[src/rtl/tdm_demux8.sv]
// tdm_demux8: receive side of a time-division serial link.
// Rebuilds an N_CH-bit parallel word from one bit per slot (slot 0 first)
// and presents it through a single-entry valid/ready output register.
// Sticky flags report a frame_sync at a nonzero slot and dropped words.
module tdm_demux8 #(
  parameter int N_CH  = 8,
  parameter int SEL_W = $clog2(N_CH)
) (
  input  logic             clk,
  input  logic             rst_n,
  input  logic             din,
  input  logic             din_valid,
  input  logic             frame_sync,
  output logic [SEL_W-1:0] slot,
  output logic [N_CH-1:0]  d_out,
  output logic             d_valid,
  input  logic             d_ready,
  output logic             sync_err,
  output logic             overrun
);

  typedef enum logic {
    ST_IDLE    = 1'b0,
    ST_COLLECT = 1'b1
  } state_t;

  state_t           r_state;
  logic [SEL_W-1:0] r_slot;
  logic [N_CH-1:0]  r_shadow;
  logic [N_CH-1:0]  r_d_out;
  logic             r_d_valid;
  logic             r_sync_err;
  logic             r_overrun;

  logic             w_last;
  logic             w_free;
  logic             w_take;
  logic             w_misalign;
  logic [N_CH-1:0]  w_word;
  logic [N_CH-1:0]  w_restart;

  // The completing bit goes straight into the top of the word, so the output
  // can load on the same edge that receives the last slot.
  assign w_last     = (r_slot == SEL_W'(N_CH - 1));
  assign w_take     = r_d_valid && d_ready;
  assign w_free     = !r_d_valid || d_ready;
  assign w_misalign = frame_sync && (r_slot != {SEL_W{1'b0}});
  assign w_word     = {din, r_shadow[N_CH-2:0]};
  assign w_restart  = {{(N_CH-1){1'b0}}, din};

  // Frame state, shadow word, output register and sticky flags.
  always_ff @(posedge clk) begin
    if (!rst_n) begin
      r_state    <= ST_IDLE;
      r_slot     <= {SEL_W{1'b0}};
      r_shadow   <= {N_CH{1'b0}};
      r_d_out    <= {N_CH{1'b0}};
      r_d_valid  <= 1'b0;
      r_sync_err <= 1'b0;
      r_overrun  <= 1'b0;
    end else begin
      // Consumer handshake; a word completing this edge overrides below.
      if (w_take) begin
        r_d_valid <= 1'b0;
      end

      if (din_valid) begin
        case (r_state)
          ST_IDLE: begin
            // Bits before the first frame_sync carry no alignment and are dropped.
            if (frame_sync) begin
              r_shadow <= w_restart;
              r_slot   <= SEL_W'(1);
              r_state  <= ST_COLLECT;
            end
          end
          ST_COLLECT: begin
            if (w_misalign) begin
              // Realign on the sync bit; the partial word is discarded.
              r_sync_err <= 1'b1;
              r_shadow   <= w_restart;
              r_slot     <= SEL_W'(1);
            end else begin
              r_shadow[r_slot] <= din;
              r_slot           <= r_slot + SEL_W'(1);
              if (w_last) begin
                if (w_free) begin
                  r_d_out   <= w_word;
                  r_d_valid <= 1'b1;
                end else begin
                  r_overrun <= 1'b1;
                end
              end
            end
          end
          default: begin
            r_state <= ST_IDLE;
            r_slot  <= {SEL_W{1'b0}};
          end
        endcase
      end
    end
  end

  assign slot     = r_slot;
  assign d_out    = r_d_out;
  assign d_valid  = r_d_valid;
  assign sync_err = r_sync_err;
  assign overrun  = r_overrun;

endmodule

[config.mk]
export PLATFORM = sky130hd
export DESIGN_NAME = tdm_demux8
export DESIGN_NICKNAME = d
export VERILOG_FILES = /design/src/rtl/tdm_demux8.sv
export SDC_FILE = /design/constraint.sdc
export NUM_CORES = 1
export LEC_CHECK = 0
export ABC_AREA = 0
export CORE_MARGIN = 3
export CORE_UTILIZATION = 45
export CTS_CLUSTER_SIZE = 14
export DETAILED_ROUTE_END_ITERATION = 10
export GPL_TIMING_DRIVEN = 0
export PLACE_DENSITY = 0.85
export SLEW_MARGIN = 5
export SYNTH_ARGS = -nofsm -noshare
export SYNTH_HDL_FRONTEND = slang
export SYNTH_SLANG_ARGS = --single-unit
export TNS_END_PERCENT = 100
[constraint.sdc]
create_clock -name clk -period 1.5 [get_ports clk]
set_input_delay 0.225 -clock clk [delete_from_list [all_inputs] [get_ports clk]]
set_output_delay 0.225 -clock clk [all_outputs]
set_load 0.05 [all_outputs]
==> impl_metrics.sql <==
INSERT INTO impl_metrics (metric_group, metric, value, unit) VALUES
('outcome', 'run_status', 'completed', ''),
('route', 'remaining_antenna_violation_count', '0', ''),
('power', 'combinationalPowerShare', '0.126', ''),
('route', 'routed_wirelength', '2210', 'um'),
('placed_design', 'dp_slack', '-0.324', 'ns'),
('power', 'totalPowerFinal', '0.00114', 'W'),
('worst_setup_path', 'crit_path_top_delay_cell', 'dlygate4sd2_1', ''),
('worst_setup_path', 'critPathRequiredTime', '1.27', 'ns'),
('hold_path', 'hold_start', 'frame_sync', ''),
('worst_setup_path', 'worstSetupStartpoint', 'd_out[5]$_SDFFE_PN0P_', ''),
('yosys', 'syn-instance-count', '108', ''),
('timing', 'min_period_over_period', '0.968', ''),
('power', 'power_report.internal_total', '0.000848', 'W'),
('timing', 'maxSlewHeadroom', '0.673', ''),
('floorplan', 'die_w', '53.9', 'um'),
('placed_design', 'finalWeightedCongestion', '0.777', ''),
('global_route', 'initial_antenna_violation_count', '0', ''),
('clocking', 'cts.clk_slew.worst_paths', '0.13', 'ns'),
('floorplan', 'pin_count', '20', ''),
('timing', 'rsz_0062_raised_after_global_routing', 'true', ''),
('layout', 'final_layout_size_suffix_gt1_frac', '0.233', ''),
('yosys', 'adder_cell_share_of_the_synthesized_area', '0.0363', ''),
('timing', 'layout_setup_ws', '0.0479', 'ns'),
('layout', 'area_delta_synth_final', '33.7', '%'),
('timing', 'worst_slew_pin_slew', '0.492', 'ns'),
('timing', 'fmax', '689', 'MHz'),
('yosys', 'main_combinational_cell_family_by_area_after_synthesis', 'simple AND/OR/NAND/NOR gates', ''),
('worst_setup_path', 'reg2reg_from', 'slot[1]$_SDFFE_PN0P_', ''),
('hold_path', 'hold-path-cell-count', '3', ''),
('yosys', 'basic_gate_share_of_the_synthesized_area_counting_and_or_nand_and_nor_cells', '0.192', ''),
('route', 'vias_per_cell', '5.43', ''),
('clocking', 'clock_latency', '0.32', 'ns'),
('worst_setup_path', 'crit_family', 'buffers and inverters', ''),
('route', 'wl_per_cell', '13.8', 'um'),
('yosys', 'synth-compound-area-share', '0.163', ''),
('yosys', 'yosysWarnings', '0', ''),
('placed_design', 'portBuffers', '18', ''),
('timing', 'setup_viol', '0', ''),
('floorplan', 'initial_standard_cell_utilization_of_the_core', '0.501', ''),
('clocking', 'clock_tree.root_cell', 'clkbuf_4', ''),
('yosys', 'seq_cells_post_synth', '22', ''),
('route', 'drt-initial-drc-count', '6', ''),
('floorplan', 'die_h', '53.9', 'um'),
('layout', 'layout_net_count', '143', ''),
('worst_setup_path', 'critical_path.max_stage_delay', '0.53', 'ns'),
('power', 'clockPowerShare', '0.349', ''),
('timing', 'drv_slew', '0', ''),
('worst_setup_path', 'timing.critical_path.from_type', 'register', ''),
('timing', 'worst_hold_margin', '0.305', 'ns'),
('clocking', 'ctsHoldBuffers', '0', ''),
('yosys', 'fraction_of_post_synthesis_cell_area_in_the_top_cell_type_by_area', '0.426', ''),
('hold_path', 'timing.hold.worst.class', 'input port to register', ''),
('worst_setup_path', 'worst-path-max-fanout', '2', ''),
('yosys', 'post_synth_mux_area_share', '0.145', ''),
('clocking', 'cts_tree', 'built', ''),
('timing', 'finalHoldViolCount', '0', ''),
('worst_setup_path', 'reg2reg_setup_slack', '0.10', 'ns'),
('timing', 'fin_crit', '1.45', 'ns'),
('yosys', 'synthDominantAreaCellType', 'dfxtp_1', ''),
('placed_design', 'detailed_place_hpwl', '1560', 'um'),
('yosys', 'synth_sequential_area_ratio', '0.426', ''),
('yosys', 'yosys.cell_types.count', '31', ''),
('power', 'vdd_ir_drop_max', '0.594', 'mV'),
('flow_run', 'maxCapViolations', '0', ''),
('timing', 'clock-skew-final', '0.00688', 'ns'),
('power', 'netSwitchingFraction', '0.256', ''),
('power', 'power.switching', '0.000292', 'W'),
('clocking', 'cts_inserted_buffers', '3', ''),
('clocking', 'htree_levels', '1', ''),
('floorplan', 'fp.coreArea', '2060', 'sq um'),
('worst_setup_path', 'critPathArrivalTime', '1.23', 'ns');
[layout by cell type (no fill, tap or decap), types with 3 or more instances in the layout]
cell type,netlist,final
ha_4,0,3
mux2i_1,15,15
o21a_1,3,3
dfxtp_1,22,19
a21oi_1,4,4
clkbuf_2,2,6
clkdlybuf4s50_1,0,4
buf_4,0,3
dfxtp_4,0,3
nand2_1,23,23
o211ai_1,6,6
clkbuf_4,0,3
dlygate4sd2_1,0,11
[repair_timing]
action / in CTS / in global routing
gates resized for setup: 17 / 14
endpoints found under the setup margin: 23 / 21
pin swaps: 1 / 1
setup buffers: 3 / 1
[stage by stage]
stage          cells  TNS (ns)  instance area [sq um]   util
2_1_floorplan    108    -0.187                   1070      -
3_3_place_gp     153     -4.38                   1290  0.624
3_5_place_dp     153     -5.02                   1290  0.624
4_1_cts          160         0                   1360  0.660
5_1_grt          160   -0.0858                   1380  0.670
6_report         160         0                   1380  0.670
[power by group through the flow]
| stage | sequential (W) | combinational [W] | clock (W) |
|---|---|---|---|
| 5_1_grt | 0.000601 | 0.000157 | 0.000441 |
| 3_3_place_gp | 0.000612 | 0.000118 | 0 |
| 6_report | 0.000599 | 0.000143 | 0.000398 |
| 3_5_place_dp | 0.000612 | 0.000121 | 0 |
| 4_1_cts | 0.000598 | 0.000130 | 0.000396 |
| 2_1_floorplan | 0.000624 | 0.0000695 | 0 |
[cell usage after synthesis, drive strengths merged]
library cell and instances:
o21ai 3, ha 3, or3 1, a21o 1, nand3 2, mux2i 15, nand2b 1, o211ai 6
o32ai 1, or4 1, dfxtp 22, nand4 1, nor3 1, inv 3, a2111oi 1, and2b 1
and4 1, a211oi 1, and3b 1, nand2 23, a41oi 2, o21a 3, nor4 1, a21oi 4
clkbuf 5, buf 1, nor2b 2, or2 1
[registers in the layout, indices dropped and copies added, names as in the netlist]
name and count:
d_out 8, r_shadow 7, slot 3, d_valid 1
overrun 1, r_state 1, sync_err 1
[per-layer routing]
layer	global-route usage	wire (um)
met1	0.211	1020
met2	0.313	1040
met3	0.0249	97
met4	0.0851	51
met5	0	0
[final cells by class]
class	instances	area (sq um)
inverters	3	16.3
plain buffers	5	23.8
clock buffers	4	47.5
multi-input cells	77	614
fillers	163	681
well taps	27	33.8
flip-flops and latches	22	452
repair buffers	22	194
[cells by family after synthesis]
kind of cell               after synthesis
DFF                                     22
adders and majority gates                3
and+or+nand+nor                         37
AOI/OAI and AO/OA                       22
muxes                                   15
buffers and inverters                    9
[worst max path at each step]
stage / to / slack (ns)
global placement: d_out[4]$_SDFFE_PN0P_ / -0.29
detailed placement: d_out[5]$_SDFFE_PN0P_ / -0.32
global route: d_out[1]$_SDFFE_PN0P_ / -0.03
finish: d_out[5] / 0.05
CTS: slot[1] / 0.007
floorplan: d_out[0]$_SDFFE_PN0P_ / -0.02
Power figures use the tool's default switching activity.
